===== src/rtl/fix_add_arbiter_pkg.sv =====
// Shared fixed-point arbiter definitions: arbitration state encoding and
// the pointer-width helper used to size the round-robin pointer.
package fix_add_arbiter_pkg;

    typedef enum logic {
        ARB    = 1'b0,
        LOCKED = 1'b1
    } arb_state_t;

    // ceil(log2(n)) with a floor of 1 so a 2-requester pointer is still 1 bit wide.
    function automatic int unsigned ptr_width(input int unsigned n);
        int unsigned w;
        w = 1;
        for (int unsigned i = 1; i < 31; i++) begin
            if ((32'd1 << i) < n) begin
                w = i + 1;
            end
        end
        return w;
    endfunction

endpackage


===== src/rtl/fix_add_arbiter_fix_add.sv =====
// Registered fixed-point adder, one cycle latency, two's complement wrap.
// The sum register is cleared whenever no operation completes.
module fix_add #(
    parameter int WIDTH = 16
) (
    input  logic             clk,
    input  logic             rst_n,
    input  logic             in_valid,
    input  logic [WIDTH-1:0] a,
    input  logic [WIDTH-1:0] b,
    output logic             out_valid,
    output logic [WIDTH-1:0] sum
);

    always_ff @(posedge clk or negedge rst_n) begin
        if (!rst_n) begin
            out_valid <= 1'b0;
            sum       <= '0;
        end else begin
            out_valid <= in_valid;
            sum       <= in_valid ? (a + b) : '0;
        end
    end

endmodule


===== src/rtl/fix_add_arbiter.sv =====
// Round-robin arbiter with grant locking that shares one registered adder
// among NREQ requesters; the grant index rides alongside as a 1-stage tag.
module fix_add_arbiter
    import fix_add_arbiter_pkg::*;
#(
    parameter int WIDTH = 16,
    parameter int NREQ  = 4
) (
    input  logic                  clk,
    input  logic                  rst_n,
    input  logic [NREQ-1:0]       req_valid,
    input  logic [NREQ-1:0]       req_lock,
    input  logic [NREQ*WIDTH-1:0] req_a,
    input  logic [NREQ*WIDTH-1:0] req_b,
    output logic [NREQ-1:0]       req_ready,
    output logic [NREQ-1:0]       resp_valid,
    output logic [WIDTH-1:0]      resp_sum,
    output logic                  busy
);

    localparam int          PTR_W  = int'(ptr_width(NREQ));
    localparam int unsigned NREQ_U = NREQ;

    arb_state_t        state, state_nxt;
    logic [PTR_W-1:0]  ptr, ptr_nxt;
    logic [PTR_W-1:0]  grant_idx;
    logic              grant_hit;
    logic [NREQ-1:0]   grant_oh;
    logic              xfer;
    logic [NREQ-1:0]   tag_q;
    logic [WIDTH-1:0]  a_sel, b_sel;
    logic [WIDTH-1:0]  sum_q;
    logic              sum_valid;

    function automatic logic [PTR_W-1:0] wrap_inc(input logic [PTR_W-1:0] p);
        return (32'(p) == NREQ_U - 1) ? '0 : p + PTR_W'(1);
    endfunction

    function automatic logic [PTR_W-1:0] rr_index(input logic [PTR_W-1:0] p,
                                                   input int unsigned k);
        return PTR_W'((32'(p) + k) % NREQ_U);
    endfunction

    // In LOCKED the pointer holds the owner, so the owner needs no separate register.
    always_comb begin
        grant_idx = '0;
        grant_hit = 1'b0;
        if (state == LOCKED) begin
            grant_idx = ptr;
            grant_hit = req_valid[ptr];
        end else begin
            for (int unsigned k = 0; k < NREQ_U; k++) begin
                if (!grant_hit && req_valid[rr_index(ptr, k)]) begin
                    grant_hit = 1'b1;
                    grant_idx = rr_index(ptr, k);
                end
            end
        end
    end

    always_comb begin
        grant_oh = '0;
        for (int unsigned i = 0; i < NREQ_U; i++) begin
            grant_oh[i] = grant_hit && (32'(grant_idx) == i);
        end
    end

    assign req_ready = rst_n ? grant_oh : '0;
    assign xfer      = rst_n && grant_hit;
    assign a_sel     = req_a[grant_idx*WIDTH +: WIDTH];
    assign b_sel     = req_b[grant_idx*WIDTH +: WIDTH];

    always_comb begin
        state_nxt = state;
        ptr_nxt   = ptr;
        case (state)
            ARB: begin
                if (xfer) begin
                    if (req_lock[grant_idx]) begin
                        state_nxt = LOCKED;
                        ptr_nxt   = grant_idx;
                    end else begin
                        ptr_nxt = wrap_inc(grant_idx);
                    end
                end
            end
            LOCKED: begin
                // Release on an unlocked owner transfer, or when the owner goes fully idle.
                if (xfer) begin
                    if (!req_lock[ptr]) begin
                        state_nxt = ARB;
                        ptr_nxt   = wrap_inc(ptr);
                    end
                end else if (!req_valid[ptr] && !req_lock[ptr]) begin
                    state_nxt = ARB;
                    ptr_nxt   = wrap_inc(ptr);
                end
            end
            default: begin
                state_nxt = ARB;
                ptr_nxt   = '0;
            end
        endcase
    end

    always_ff @(posedge clk or negedge rst_n) begin
        if (!rst_n) begin
            state <= ARB;
            ptr   <= '0;
            tag_q <= '0;
        end else begin
            state <= state_nxt;
            ptr   <= ptr_nxt;
            tag_q <= xfer ? grant_oh : '0;
        end
    end

    fix_add #(
        .WIDTH(WIDTH)
    ) u_add (
        .clk      (clk),
        .rst_n    (rst_n),
        .in_valid (xfer),
        .a        (a_sel),
        .b        (b_sel),
        .out_valid(sum_valid),
        .sum      (sum_q)
    );

    assign resp_valid = sum_valid ? tag_q : '0;
    assign resp_sum   = sum_valid ? sum_q : '0;
    assign busy       = |resp_valid;

endmodule


===== config.mk =====
export PLATFORM = sky130hd
export DESIGN_NAME = fix_add_arbiter
export DESIGN_NICKNAME = d
export VERILOG_FILES = /design/src/rtl/fix_add_arbiter_pkg.sv /design/src/rtl/fix_add_arbiter_fix_add.sv /design/src/rtl/fix_add_arbiter.sv
export SDC_FILE = /design/constraint.sdc
export NUM_CORES = 1
export LEC_CHECK = 0
export ABC_AREA = 1
export BUFFER_PORTS_ARGS = -buffer_cell sky130_fd_sc_hd__buf_2
export CORE_MARGIN = 2
export CORE_UTILIZATION = 29
export DETAILED_ROUTE_END_ITERATION = 8
export PLACE_DENSITY = 0.65
export SLEW_MARGIN = 20
export SYNTH_ARGS = -nofsm -noshare
export SYNTH_HDL_FRONTEND = slang
export SYNTH_SLANG_ARGS = --single-unit

===== constraint.sdc =====
create_clock -name clk -period 3.56 [get_ports clk]
set_input_delay 0.712 -clock clk [delete_from_list [all_inputs] [get_ports clk]]
set_output_delay 0.712 -clock clk [all_outputs]
set_load 0.01 [all_outputs]

==> metrics.txt, run 1 <==
status finished, final reports clean; Arrival @ worst endpoint 3.64 ns; final setup margin 0.0720 ns; Final GP Congestion 0.878; Sequential Area 601 sq um; clock tree sinks 24; hpwl dp 8950 um; mapped cell area 3130 sq um; Rows 37; CTS tree done; asr flop ratio synth 1.00; Die Span Y 108 um; Root Driver clkbuf_8; detailed router's first-iteration violation count 166; clk_skew 0.00237 ns; largest cells by area after synthesis dfrtp_1, nor2_1, nand2_1, ha_1, inv_1; DRC Markers 0; DR WL/cell 13.3 um; DRT antenna net count 0; Hold Crit Class in -> async; CP required 3.72 ns; fin util 0.445; layout cell share with drive strength beyond 1 0.443; Final Non-Filler Cells 813; later-pin clock latency in the skew report 0.26 ns; Synth Register Bits 24; Syn Inst Count 480; Yosys top cell area share 0.192; IO Pins 163; maximum clock path buffer count 2; pins over their slew limit 0; Critical Path Sink Type register; Syn Area/Cell 6.52 sq um; Max transition margin 0.616; final hold violations 0; area post-placement 4310 sq um; Nets 837; final wirelength 10800 um; synth warn 0; drt via density 4.80; final worst-path cycle share 0.980; most frequently used flop master after synthesis dfrtp_1; core box area 10400 sq um; Fill cells 1098; Layout area overhead 47.9%; CP max FO 27; Netlist cell types 40; DP Worst Slack -0.144 ns; minimum clock period 3.49 ns; unrepaired setup endpoints after global routing yes; Port Buf Inserts 162; grt ovf 0; largest net degree at the start of global routing 28; placed cells 800; Post-Syn Nets 639; CTS Buf Count 3; die area 11600 sq um; cts hold-fix bufs 0; area occupied by multi-input gates 2260 sq um; First-pass DRT Iterations 5; Least-Margin Pin Slew 0.575 ns; Setup violations, final 0; crit path launch type register; htree depth 1; clock transition at the registers of the reported paths 0.08 ns; Seq/Total Area, Yosys 0.192; via count 3904; critical path class reg -> reg; first-pass GRT wire length 16900 um; post-route cell area 4630 sq um; Die Width 108 um; max-cap violations 0; initial antenna violation count 0; vias in the first global route 3762; gr usage total 0.178; f_max 0.287 GHz; initial core utilization 0.301; number of enable flip-flop cells after synthesis 0; top cell type by total area after synthesis dfrtp_1; number of antenna diodes 0
-- per-layer routing --
layer	routed length [um]	vias to the layer above	track usage
met3	561	10	0.0200
li1	-	1986	-
met5	0	-	0
met1	4780	1770	0.224
met2	5390	138	0.326
met4	109	0	0.0348
-- sequential cells by signal, indices dropped and copies added, names as in the netlist --
register / flops
ptr: 2
state: 1
tag_q: 4
u_add.out_valid: 1
u_add.sum: 16
-- cells in the final DEF (no fill, tap or decap), drive strengths merged, types with 2 or more instances in the layout --
cell | Yosys | final
a21oi | 26 | 26
nand4 | 4 | 4
xor2 | 6 | 6
o2111ai | 2 | 2
buf | 21 | 216
nand3 | 24 | 24
xnor2 | 6 | 6
inv | 56 | 55
dfrtp | 24 | 24
and2 | 2 | 2
nor3 | 2 | 2
clkbuf | 3 | 3
nor2 | 95 | 95
ha | 20 | 20
o21bai | 2 | 2
o21ai | 73 | 73
nand2 | 82 | 82
o22ai | 27 | 27
o211ai | 2 | 2
-- cell families after synthesis --
kind of cell | synth area share
simple gates | 0.300
compound gates | 0.259
buf+inv | 0.129
flops | 0.192
fa+ha+maj | 0.0863
xor+xnor | 0.0336
-- final timing paths --
check	startpoint	end	slack [ns]	cells past startpoint
worst max-delay path	ptr[1]	u_add.sum[13]	0.07	24
worst min-delay path	rst_n	tag_q[3]	0.42	1
worst min register to register	state	ptr[1]	0.65	3
min in group clk	state	ptr[1]	0.65	3
max in group asynchronous	rst_n	u_add.sum[6]	2.79	1
worst max register to register	ptr[1]	u_add.sum[13]	0.07	24
-- layout make-up --
type	instances	share of cell area
timing repair buffer	217	0.280
sequential	24	0.130
tap	136	0.0367
clock inverter	1	0.00648
inverter	56	0.0497
multi-input combinational	376	0.488
clock buffer	3	0.00892
-- cells in the mapped netlist, types with 7 or more instances --
master and count:
dfrtp_1 24, ha_1 20, inv_1 49, buf_6 7
o21ai_0 31, nand3_1 20, nor2_1 91, o21ai_2 8
buf_2 8, nand2_2 7, nand2_1 70, o21ai_1 34
o22ai_1 21, a21oi_1 25
-- stage by stage --
stage / TNS [ns] / hold slack (ns)
2_1_floorplan: 0 / 0.416
5_1_grt: -1.12 / 0.460
3_3_place_gp: -0.244 / 0.631
4_1_cts: 0 / 0.430
3_5_place_dp: -0.567 / 0.648
6_report: 0 / 0.416
-- worst max-delay path, stage by stage (launching register included) --
cell       delay, ns
dfrtp_1         0.42
ha_4            0.27
inv_2           0.08
nand3_2         0.09
nand2_4         0.11
nor2_2          0.05
nor2_1          0.08
nand2_1         0.08
nand2_2         0.09
nand2_4         0.07
nand2_8         0.12
clkinv_8        0.09
buf_12          0.16
o21ai_1         0.13
o22ai_1         0.10
ha_1            0.37
a21oi_2         0.20
o21ai_2         0.07
nand2_1         0.07
o2111ai_2       0.14
nand3_1         0.13
nand2_2         0.07
a21oi_2         0.16
xor2_1          0.16
nor2_1          0.05
-- what timing repair did --
action	in CTS	in global routing
resized for setup	5	46
setup endpoints to repair	8	12
cloned	1	0
pin swaps	0	17
setup buffers	0	8
Power of run 1 is not shown: default switching activity piles up to over one toggle a cycle in this logic, so the estimate is an artifact.
==> run 2: changes to the inputs <==
--- a/config.mk
+++ b/config.mk
@@ -9,8 +9,9 @@
 export BUFFER_PORTS_ARGS = -buffer_cell sky130_fd_sc_hd__buf_2
 export CORE_MARGIN = 2
 export CORE_UTILIZATION = 29
+export CTS_BUF_LIST = sky130_fd_sc_hd__clkbuf_8
 export DETAILED_ROUTE_END_ITERATION = 8
-export PLACE_DENSITY = 0.65
+export PLACE_DENSITY = 0.62
 export SLEW_MARGIN = 20
 export SYNTH_ARGS = -nofsm -noshare
 export SYNTH_HDL_FRONTEND = slang
==> constraint.sdc (replaced) <==
create_clock -name clk -period 4.16 [get_ports clk]
set_input_delay 0.832 -clock clk [delete_from_list [all_inputs] [get_ports clk]]
set_output_delay 0.832 -clock clk [all_outputs]
set_load 0.01 [all_outputs]
==> run 2 against run 1 <==
Non-clock buffer count fell by 38. Clock-buffer cell count is the same. Die area did not move. Critical path type is now in -> reg. Largest cell class unchanged.
==> metrics.txt, run 2 (synthesis results as in run 1) <==
final worst-path cycle share 0.945; largest net degree at the start of global routing 52 (+86%); final hold violations 0 (unchanged); Worst Hold Slack 0.541 ns (+0.125 ns); hpwl dp 8700 um (-2.8%); Root Driver clkbuf_8; grt ovf 0 (unchanged); htree depth 1 (unchanged); slowest CP cell ha_1; first-pass GRT wire length 16500 um (-2.2%); Setup violations, final 0 (unchanged); core box area 10400 sq um (unchanged); gr usage total 0.173 (-0.00460); DRT antenna net count 0 (unchanged); post-route cell area 4240 sq um (-8.5%); status finished, final reports clean; area post-placement 4020 sq um (-6.7%); CP bufs+invs 4 (+1); CP required 4.31 ns (+0.59 ns); vias in the first global route 3678 (-2.2%); die area 11600 sq um (unchanged); Port Buf Inserts 162 (unchanged); Hold Crit Class in -> async; initial antenna violation count 0 (unchanged); layout cell share with drive strength beyond 1 0.371 (-0.0722); First-pass DRT Iterations 5 (unchanged); most frequent CP cell nand2_1; max-cap violations 0 (unchanged); IO Pins 163 (unchanged); Die Width 108 um (unchanged); maximum clock path buffer count 2 (unchanged); Max transition margin 0.610 (-0.00690); clk_skew 0.00650 ns (+0.00413 ns); commonest cells after routing, fill and taps aside buf_2, nor2_1, nand2_1; clock transition at the registers of the reported paths 0.08 ns (about the same); clock tree sinks 24 (unchanged); via count 3788 (-3.0%); Critical Path Sink Type register; detailed router's first-iteration violation count 192 (+16%); Least-Margin Pin Slew 0.586 ns (+0.0104 ns); CTS Buf Count 3 (unchanged); pins over their slew limit 0 (unchanged); number of antenna diodes 0 (unchanged); drt via density 4.89 (+1.8%); initial core utilization 0.301 (unchanged); commonest non-fill, non-tap cell in the layout buf_2; cts hold-fix bufs 0 (unchanged); Die Span Y 108 um (unchanged); Arrival @ worst endpoint 4.08 ns (+0.44 ns); critical path class in -> reg; minimum clock period 3.93 ns; CTS tree done; max reg flops 16 (unchanged); crit path launch type input pin; Biggest register u_add.sum; later-pin clock latency in the skew report 0.26 ns (about the same); f_max 0.254 GHz; unrepaired setup endpoints after global routing yes; biggest regs u_add.sum x16, tag_q x4, ptr x2; Layout area overhead 35.3%; final wirelength 10600 um (-2.2%); DRC Markers 0 (unchanged); Nets 800 (-4.4%); CP delay by family, top simple AND/OR/NAND/NOR gates; CP max FO 25 (-7.4%); DR WL/cell 13.7 um (+2.6%); Rows 37 (unchanged); Fill cells 1154 (+5.1%); Final GP Congestion 0.889 (+1.2%); Worst path max stage delay 0.37 ns (-0.05 ns)
==> run 2: final cells by class <==
cell class	count	area (sq um)	area share
Clock buffer	3	41.3	0.00975
Sequential cell	24	602	0.142
Timing Repair Buffer	179	1020	0.240
Multi-Input combinational cell	377	2180	0.514
Tap cell	136	170	0.0402
Inverter	56	230	0.0543
==> run 2: through the flow <==
| step | TNS [ns] | cells | setup slack, ns | util |
|---|---|---|---|---|
| 2_1_floorplan | 0 | 480 | 0.589 | - |
| 3_3_place_gp | -0.00272 | 763 | -0.00272 | 0.386 |
| 3_5_place_dp | -0.126 | 763 | -0.126 | 0.386 |
| 4_1_cts | 0 | 766 | 0.0505 | 0.393 |
| 5_1_grt | -0.0510 | 775 | -0.0510 | 0.407 |
| 6_report | 0 | 775 | 0.228 | 0.407 |
==> run 2: timing repair <==
action,in CTS,in global routing
resized for setup,3,10
endpoints found under the setup margin,1,4
endpoints found under the hold margin,0,0
pin swaps,0,4
buffers inserted,0,6
gates cloned,0,3
==> run 2: metal layers <==
metal	global-route usage	vias to the layer above	routed length (um)
li1	-	1914	-
met4	0.0375	0	147
met1	0.233	1699	4740
met5	0	-	0
met2	0.301	165	5050
met3	0.0145	10	658
==> run 2: final timing paths <==
kind                       cells past startpoint             to          from  slack [ns]
hold / removal                                 1   u_add.sum[0]         rst_n        0.54
setup / recovery                              27  u_add.sum[15]  req_valid[3]        0.23
hold reg to reg                                3         ptr[1]         state        0.66
max in group asynchronous                      1         ptr[1]         rst_n        3.25
min in group clk                               3         ptr[1]         state        0.66
setup reg to reg                              26  u_add.sum[15]        ptr[1]        0.23
Power of run 2 is left out for the same reason.
==> run 3: changes to the inputs <==
--- a/config.mk
+++ b/config.mk
@@ -11,6 +11,7 @@
 export CORE_UTILIZATION = 29
 export CTS_BUF_LIST = sky130_fd_sc_hd__clkbuf_8
 export DETAILED_ROUTE_END_ITERATION = 8
+export GPL_TIMING_DRIVEN = 0
 export PLACE_DENSITY = 0.62
 export SLEW_MARGIN = 20
 export SYNTH_ARGS = -nofsm -noshare
==> run 3 against run 2 <==
Die area unchanged. Routed wire length down 0.97%. Non-clock buffer count is 12 higher. Setup slack improved by 0.046 ns. Highest routed layer unchanged. Clock skew decreased by 0.0034 ns. First-iteration DRC count is 8.3% lower. Final area grew 0.38%. Fmax rose by 1.2%.
==> metrics.txt, run 3 (synthesis results as in run 1) <==
status finished, final reports clean; DRT antenna net count 0 (unchanged); later-pin clock latency in the skew report 0.26 ns (about the same); gr usage total 0.177 (+0.00422); max-cap violations 0 (unchanged); clock transition at the registers of the reported paths 0.07 ns (about the same); CP max FO 11 (-56%); Die Span Y 108 um (unchanged); slowest CP cell dfrtp_2; final worst-path cycle share 0.934 (-0.0111); pins over their slew limit 0 (unchanged); minimum clock period 3.89 ns (-0.0462 ns); CTS Buf Count 3 (unchanged); biggest regs u_add.sum x16, tag_q x4, ptr x2; CP required 4.31 ns (about the same); detailed router's first-iteration violation count 176 (-8.3%); First-pass DRT Iterations 5 (unchanged); DRC Markers 0 (unchanged); Sequential Area 602 sq um (unchanged); max reg flops 16 (unchanged); DR WL/cell 13.3 um (-2.4%); worst r2r path cells 28 (+7.7%); Hold Crit Class in -> async; via count 3800 (+0.32%); IO Pins 163 (unchanged); flop2flop setup slack 0.27 ns (+0.05 ns); fin util 0.408 (+0.00156); Worst Hold Slack 0.530 ns (-0.0103 ns); htree depth 1 (unchanged); CP delay by family, top simple AND/OR/NAND/NOR gates; Least-Margin Pin Slew 0.503 ns (-0.0825 ns); clock tree sinks 24 (unchanged); Max transition margin 0.665 (+0.0550); Final GP Congestion 0.883 (-0.66%); Fill cells 1102 (-4.5%); Biggest register u_add.sum; area post-placement 4110 sq um (+2.2%); maximum clock path buffer count 2 (unchanged); f_max 0.257 GHz (+1.2%); largest net degree at the start of global routing 26 (-50%); Layout area overhead 35.8%; post-route cell area 4250 sq um (+0.38%); initial core utilization 0.301 (unchanged); Rows 37 (unchanged); Critical Path Sink Type register; commonest cells after routing, fill and taps aside buf_2, nor2_1, nand2_1; die area 11600 sq um (unchanged); commonest non-fill, non-tap cell in the layout buf_2; Port Buf Inserts 162 (unchanged); Die Width 108 um (unchanged); setup TNS 0 ns (unchanged); hpwl dp 8870 um (+2.0%); vias in the first global route 3703 (+0.68%); Nets 811 (+1.4%); clk_skew 0.00314 ns (-0.00336 ns); Reg-to-Reg End u_add.sum[14]; crit path launch type register; number of antenna diodes 0 (unchanged); worst r2r src ptr[1]; final hold violations 0 (unchanged); Setup violations, final 0 (unchanged); CTS tree done; drt via density 4.83 (-1.1%); Arrival @ worst endpoint 4.03 ns (-0.05 ns); initial antenna violation count 0 (unchanged); grt ovf 0 (unchanged); Root Driver clkbuf_8; unrepaired setup endpoints after global routing no; first-pass GRT wire length 16800 um (+1.7%); final wirelength 10500 um (-0.97%); critical path class reg -> reg; CP bufs+invs 6 (+2); area occupied by multi-input gates 2170 sq um (-0.35%); layout cell share with drive strength beyond 1 0.378 (+0.00757); Worst path max stage delay 0.45 ns (+0.08 ns); core box area 10400 sq um (unchanged)
==> run 3: changes by cell type in the layout (fill, tap and decap cells not counted), sizes merged <==
cell    before  now
clkbuf       5    8
buf        177  186
inv         55   56
nand2       83   82
clkinv       1    0
==> run 3: worst max-delay path by stage <==
stage / startpoint / to / slack, ns / cells after the start
after global placement: req_valid[3] / u_add.sum[14] / -0.06 / 26
after floorplan: req_valid[1] / u_add.sum[14] / 0.59 / 28
final: ptr[1] / u_add.sum[14] / 0.27 / 28
after CTS: ptr[1] / u_add.sum[14] / 0.06 / 28
after global routing: ptr[0] / u_add.sum[15] / 0.004 / 27
after detailed placement: req_valid[3] / u_add.sum[14] / -0.11 / 26
==> run 3: cell type report <==
| type | instances | share of cell area |
|---|---|---|
| Tap cell | 136 | 0.0400 |
| Multi-Input combinational cell | 376 | 0.510 |
| Inverter | 56 | 0.0524 |
| Clock buffer | 3 | 0.00971 |
| Timing Repair Buffer | 167 | 0.199 |
| Buffer | 24 | 0.0471 |
| Sequential cell | 24 | 0.142 |
==> run 3: metrics by stage <==
step / instances / setup WS (ns)
3_5_place_dp: 778 / -0.108
2_1_floorplan: 480 / 0.589
5_1_grt: 786 / 0.00432
6_report: 786 / 0.275
3_3_place_gp: 778 / -0.0563
4_1_cts: 781 / 0.0554
==> run 3: timing repair <==
action	in CTS	in global routing
gates resized for setup	2	14
setup buffers	0	5
pin swaps	0	4
hold buffers	0	0
setup endpoints to repair	1	7
==> run 3: layer usage <==
metal | share of wire | up-vias | global-route usage | wire (um)
li1 | - | 1935 | - | -
met1 | 0.44 | 1662 | 0.230 | 4600
met4 | 0.017 | 0 | 0.0540 | 178
met2 | 0.47 | 190 | 0.309 | 4940
met5 | 0 | - | 0 | 0
met3 | 0.073 | 13 | 0.0194 | 770
==> run 3: worst reg2reg max path: cells and delay by family, from the launching register on <==
family                   cells  cell delay [ns]
XOR/XNOR                     1             0.21
AO/OA/AOI/OAI                3             0.32
AND/OR/NAND/NOR             15             1.26
buffers and inverters        6             0.63
flip-flops                   1             0.45
adder cells (fa/ha/maj)      3             0.90
Power of run 3 is left out for the same reason.
